[config.mk]
export PLATFORM = sky130hd
export DESIGN_NAME = param_serializer_flat
export DESIGN_NICKNAME = d
export VERILOG_FILES = /design/src/rtl/param_serializer_if.sv /design/src/rtl/param_serializer.sv /design/src/flat_wrapper.sv
export SDC_FILE = /design/constraint.sdc
export NUM_CORES = 1
export LEC_CHECK = 0
export CAP_MARGIN = 25
export CORE_MARGIN = 1.5
export CORE_UTILIZATION = 48
export DETAILED_ROUTE_END_ITERATION = 16
export GPL_ROUTABILITY_DRIVEN = 0
export PLACE_DENSITY = 0.76
export SLEW_MARGIN = 30
export SYNTH_ARGS = -nofsm -noshare
export SYNTH_HDL_FRONTEND = slang
export SYNTH_SLANG_ARGS = --single-unit
[constraint.sdc]
create_clock -name clk_i -period 3 [get_ports clk_i]
set_clock_uncertainty 0.05 [all_clocks]
set_input_delay 0.9 -clock clk_i [delete_from_list [all_inputs] [get_ports clk_i]]
set_output_delay 0.9 -clock clk_i [all_outputs]
set_load 0.005 [all_outputs]
[src/rtl/param_serializer_if.sv]
// Parallel-in / serial-out handshake bundle for param_serializer.
// master = word producer and serial consumer; slave = the serializer itself.
interface param_serializer_if #(
  parameter int DATA_W = 16,
  parameter int MOD_W  = $clog2(DATA_W)
);
  logic [DATA_W-1:0] data_i;
  logic [MOD_W-1:0]  data_mod_i;
  logic              data_val_i;
  logic              msb_first_i;
  logic              ser_data_o;
  logic              ser_data_val_o;
  logic              busy_o;

  modport master (
    output data_i, data_mod_i, data_val_i, msb_first_i,
    input  ser_data_o, ser_data_val_o, busy_o
  );

  modport slave (
    input  data_i, data_mod_i, data_val_i, msb_first_i,
    output ser_data_o, ser_data_val_o, busy_o
  );
endinterface

[src/rtl/param_serializer.sv]
// Parametrised parallel-to-serial shifter with runtime bit count and MSB/LSB-first order.
// Define PARAM_SERIALIZER_BACK_TO_BACK_EN for zero-gap back-to-back words.
module param_serializer #(
  parameter int DATA_W  = 16,
  parameter int MOD_W   = $clog2(DATA_W),
  parameter int MIN_LEN = 3
) (
  input logic clk_i,
  input logic srst_i,
  param_serializer_if.slave ser_if
);

  localparam int CNT_W = $clog2(DATA_W + 1);

  typedef enum logic {IDLE, SHIFT} state_t;

  state_t            state;
  logic [DATA_W-1:0] shreg;
  logic [CNT_W-1:0]  cnt;
  logic              msb_first;
  logic [31:0]       len_c;
  logic              in_range;
  logic              accept;

  always_comb begin
    len_c    = (ser_if.data_mod_i == '0) ? 32'(DATA_W) : 32'(ser_if.data_mod_i);
    in_range = (len_c >= 32'(MIN_LEN)) && (len_c <= 32'(DATA_W));
    accept   = ser_if.data_val_i && !ser_if.busy_o && in_range;
  end

  // cnt holds the number of bits still to emit after the one currently on ser_data_o
  always_ff @(posedge clk_i) begin
    if (srst_i) begin
      state                 <= IDLE;
      shreg                 <= '0;
      cnt                   <= '0;
      msb_first             <= 1'b0;
      ser_if.ser_data_o     <= 1'b0;
      ser_if.ser_data_val_o <= 1'b0;
      ser_if.busy_o         <= 1'b0;
    end else if (accept) begin
      state     <= SHIFT;
      msb_first <= ser_if.msb_first_i;
      cnt       <= CNT_W'(len_c - 32'd1);
      if (ser_if.msb_first_i) begin
        ser_if.ser_data_o <= ser_if.data_i[DATA_W-1];
        shreg             <= {ser_if.data_i[DATA_W-2:0], 1'b0};
      end else begin
        ser_if.ser_data_o <= ser_if.data_i[0];
        shreg             <= {1'b0, ser_if.data_i[DATA_W-1:1]};
      end
      ser_if.ser_data_val_o <= 1'b1;
`ifdef PARAM_SERIALIZER_BACK_TO_BACK_EN
      ser_if.busy_o <= (len_c != 32'd1);
`else
      ser_if.busy_o <= 1'b1;
`endif
    end else if (state == SHIFT && cnt != '0) begin
      cnt <= cnt - CNT_W'(1);
      if (msb_first) begin
        ser_if.ser_data_o <= shreg[DATA_W-1];
        shreg             <= {shreg[DATA_W-2:0], 1'b0};
      end else begin
        ser_if.ser_data_o <= shreg[0];
        shreg             <= {1'b0, shreg[DATA_W-1:1]};
      end
      ser_if.ser_data_val_o <= 1'b1;
`ifdef PARAM_SERIALIZER_BACK_TO_BACK_EN
      ser_if.busy_o <= (cnt != CNT_W'(1));
`else
      ser_if.busy_o <= 1'b1;
`endif
    end else begin
      state                 <= IDLE;
      ser_if.ser_data_o     <= 1'b0;
      ser_if.ser_data_val_o <= 1'b0;
      ser_if.busy_o         <= 1'b0;
    end
  end

endmodule
[src/flat_wrapper.sv]
// flat-port wrapper written by rule: the top's interface ports become plain ports
module param_serializer_flat 
#(
  parameter int DATA_W  = 16,
  parameter int MOD_W   = $clog2(DATA_W),
  parameter int MIN_LEN = 3
)
  (clk_i, srst_i, ser_if_data_i, ser_if_data_mod_i, ser_if_data_val_i, ser_if_msb_first_i, ser_if_ser_data_o, ser_if_ser_data_val_o, ser_if_busy_o);
  param_serializer_if #(.DATA_W(DATA_W), .MOD_W(MOD_W)) ser_if_i ();
  input logic clk_i;
  input logic srst_i;
  input wire logic [$bits(ser_if_i.data_i)-1:0] ser_if_data_i;
  input wire logic [$bits(ser_if_i.data_mod_i)-1:0] ser_if_data_mod_i;
  input wire logic [$bits(ser_if_i.data_val_i)-1:0] ser_if_data_val_i;
  input wire logic [$bits(ser_if_i.msb_first_i)-1:0] ser_if_msb_first_i;
  output wire logic [$bits(ser_if_i.ser_data_o)-1:0] ser_if_ser_data_o;
  output wire logic [$bits(ser_if_i.ser_data_val_o)-1:0] ser_if_ser_data_val_o;
  output wire logic [$bits(ser_if_i.busy_o)-1:0] ser_if_busy_o;
  assign ser_if_i.data_i = ser_if_data_i;
  assign ser_if_i.data_mod_i = ser_if_data_mod_i;
  assign ser_if_i.data_val_i = ser_if_data_val_i;
  assign ser_if_i.msb_first_i = ser_if_msb_first_i;
  assign ser_if_ser_data_o = ser_if_i.ser_data_o;
  assign ser_if_ser_data_val_o = ser_if_i.ser_data_val_o;
  assign ser_if_busy_o = ser_if_i.busy_o;
  param_serializer #(.DATA_W(DATA_W), .MOD_W(MOD_W), .MIN_LEN(MIN_LEN)) u_core (.clk_i(clk_i), .srst_i(srst_i), .ser_if(ser_if_i));
endmodule
==> metrics.md <==
| Metric | Value |
|---|---|
| Cells after Synth | `188` |
| WS Path Type | `in -> reg` |
| Largest net degree at the start of global routing | `35` |
| Ys async rst share | `0` |
| Period utilisation layout | `0.945` |
| Warnings, synthesis | `0` |
| Number of DRC markers in iteration 0 | `106` |
| R2R Path Start | `u_core.cnt[2]$_SDFFE_PP0P_` |
| Initial antenna violation count | `0` |
| Vias per inst | `5.81` |
| # nets final | `243` |
| Worst EP required | `3.20 ns` |
| Routed Antenna Nets | `0` |
| R2R cell count | `6` |
| CP cell instances | `clkdlybuf4s50_1 > or3b_2 > o21a_1 > o221a_2 > inv_1 > ha_1 > inv_1 > nor2_1 > xnor2_1 > a211oi_1` |
| Reg clk slew, reported paths | `0.13 ns` |
| Rel. slew slack | `0.363` |
| RSZ-0062 raised after global routing | `no` |
| Crit end category | `register` |
| Final Hold Viols | `0` |
| Num ports | `27` |
| PortBufs | `26` |
| Status | `finished, final reports clean` |
| Die Wd | `61.7 um` |
| Fin util | `0.611` |
| Initial Util | `0.499` |
| Lkg Pwr | `0.725 nW` |
| Reg-to-reg endpoint | `u_core.shreg[9]$_SDFFE_PP0P_` |
| Max-cap viol count | `0` |
| Placed cell area | `2000 um2` |
| Die ar. | `3800 um2` |
| Worst vdd ir | `0.296 mV` |
| Die Y | `61.7 um` |
| Vias in the first global route | `1346` |
| # fillers | `308` |
| First-pass GRT wire length | `6.20 mm` |
| Register bit total from synthesis | `25` |
| Slew @ Worst Pin | `0.954 ns` |
| TritonCTS Sinks | `25` |
| Ratio of cells with drive above 1 in the final layout | `0.138` |
| Worst Setup SP | `ser_if_data_val_i` |
| Post-synth EDFFs | `0` |
| DR WL/cell | `15.0 um` |
| Critical path arrival | `3.03 ns` |
| Post-CTS Setup Inserts | `0` |
| Drt total wl | `3.94 mm` |
| Final min period | `2.84 ns` |
| GRT Total Usage | `0.216` |
| Slowest cell on the critical path | `or3b_2` |
| HP Start | `u_core.cnt[1]$_SDFFE_PP0P_` |
| Worst hold path class | `reg -> reg` |
| Row count | `21` |
| Total core area | `3310 um2` |
| Final Setup Violations | `0` |
| Diode count | `0` |
| Synth cell types | `44` |
| Design area | `2020 um2` |
| Syn nets | `213` |
| Slew Viols, Final | `0` |
| Worst Path Max Fanout | `5` |
| DRC viols | `0` |
| Final Total Pwr | `917 uW` |
| Fmax | `353 MHz` |
| Most used cell, CP | `inv_1` |
| CTS tree | `built` |
| Most used flip-flop cell after synthesis | `dfxtp_1` |
| Clock buffer count from CTS | `3` |
| FF-to-FF setup slack | `0.82 ns` |
| Seq/Total Area, Yosys | `0.303` |
| Slowest stage delay, CP | `0.48 ns` |
| Final setup TNS | `0 ns` |
| Clk_lat worst skew | `0.32 ns` |
| Via count | `1529` |
| CTS Hold Buffers Added | `0` |
| Syn-to-layout area delta | `22.5%` |
| Post-DP HPWL | `2.85 mm` |
| Crit path to | `u_core.cnt[2]$_SDFFE_PP0P_` |
| Startpoint types | `input port` |
| Post-CTS resize count | `0` |
| Minimum hold slack | `0.520 ns` |
| Clock Root Buffer | `clkbuf_4` |
| TritonRoute pass-1 iters | `4` |
| Clock buffer depth | `2` |
| Power Density | `453 nW/um2` |
| Avg Cell Area, Syn | `8.79 um2` |
| Htree depth | `1` |
| Grt ovf | `0` |
| Cell Area, Synth | `1650 um2` |
critical path: cells and delay by family:
kind                       cells  cell delay (ns)
AOI/OAI and AO/OA              3             0.61
xor gates and xnor gates       1             0.08
adders and majority gates      1             0.24
buffers and inverters          3             0.61
and+or+nand+nor                2             0.60
power by group:
part           leakage (nW)  internal [mW]  switching (mW)
combinational         0.503          0.174           0.163
sequential            0.207          0.376          0.0545
clock                0.0150         0.0521          0.0979
total                 0.725          0.601           0.315
layer usage:
metal,track usage,part of all wire,vias up,wire [um]
met2,0.341,0.46,30,1830
li1,-,-,764,-
met4,0.0578,0.010,0,41
met3,0.0378,0.028,5,111
met5,0,0,-,0
met1,0.305,0.50,730,1950
area by class of cell:
type                    count  area [um2]  area share
multi-input cells         141        1040       0.512
clock buffers               4        26.3      0.0130
inverters                   4        15.0     0.00742
repair buffers             43         388       0.192
well taps                  46        57.6      0.0284
flip-flops and latches     25         500       0.247
metrics by stage:
stage,setup WS [ns],instances
after floorplan,0.132,188
after global placement,-0.0892,259
after detailed placement,-0.154,259
after CTS,0.171,263
after global routing,0.0304,263
final,0.164,263
synthesized netlist by cell type (2+ instances only):
library cell  count  share of area
nor2_1           22          0.050
o22ai_1           2         0.0076
nor2b_1           2         0.0076
buf_1             2         0.0045
dfxtp_1          25           0.30
o21ai_0           5          0.015
o2111ai_1         2          0.011
buf_6             3          0.020
nor4_1            2         0.0076
a21oi_1           9          0.027
and2_1            2         0.0076
and3b_1           2          0.011
nand2_1           5          0.011
nor3_1            2         0.0061
buf_2             4          0.012
xnor2_1           2          0.011
nand2b_1          2         0.0076
inv_1             4         0.0091
a211oi_1         30           0.14
xor2_1            2          0.011
clkbuf_1          7          0.016
mux2i_1          30           0.18
sequential cells by signal, indices dropped and copies added, names as in the netlist:
register / count
u_core.shreg: 16
u_core.cnt: 5
u_core.state: 1
u_core.ser_if.ser_data_val_o: 1
u_core.msb_first: 1
u_core.ser_if.ser_data_o: 1
kinds of logic after synthesis:
kind of cell,count (synthesis),share of synthesized area
xor+xnor,4,0.0212
compound gates,59,0.267
fa+ha+maj,1,0.00757
buf+inv,22,0.0697
simple gates,46,0.143
flops,25,0.303
mux,31,0.189
cell usage in the layout, fill, tap and decap left out, drive strengths merged, types with 4 or more instances in the layout:
cell and count:
a21oi 10, nand2 5, o21ai 7, dfxtp 25, mux2i 30, clkdlybuf4s50 26, buf 17, inv 4
nor2 22, clkbuf 4, a211oi 31
how the worst min path moves through the flow:
stage / end / slack [ns] / depth (start not counted)
2_1_floorplan: u_core.cnt[0]$_SDFFE_PP0P_ / 0.45 / 2
4_1_cts: u_core.cnt[1]$_SDFFE_PP0P_ / 0.52 / 2
5_1_grt: u_core.cnt[1]$_SDFFE_PP0P_ / 0.55 / 2
3_3_place_gp: u_core.cnt[0]$_SDFFE_PP0P_ / 0.48 / 2
6_report: u_core.cnt[1]$_SDFFE_PP0P_ / 0.52 / 2
3_5_place_dp: u_core.cnt[1]$_SDFFE_PP0P_ / 0.50 / 2
No activity file was read; power rests on OpenSTA's default activity.
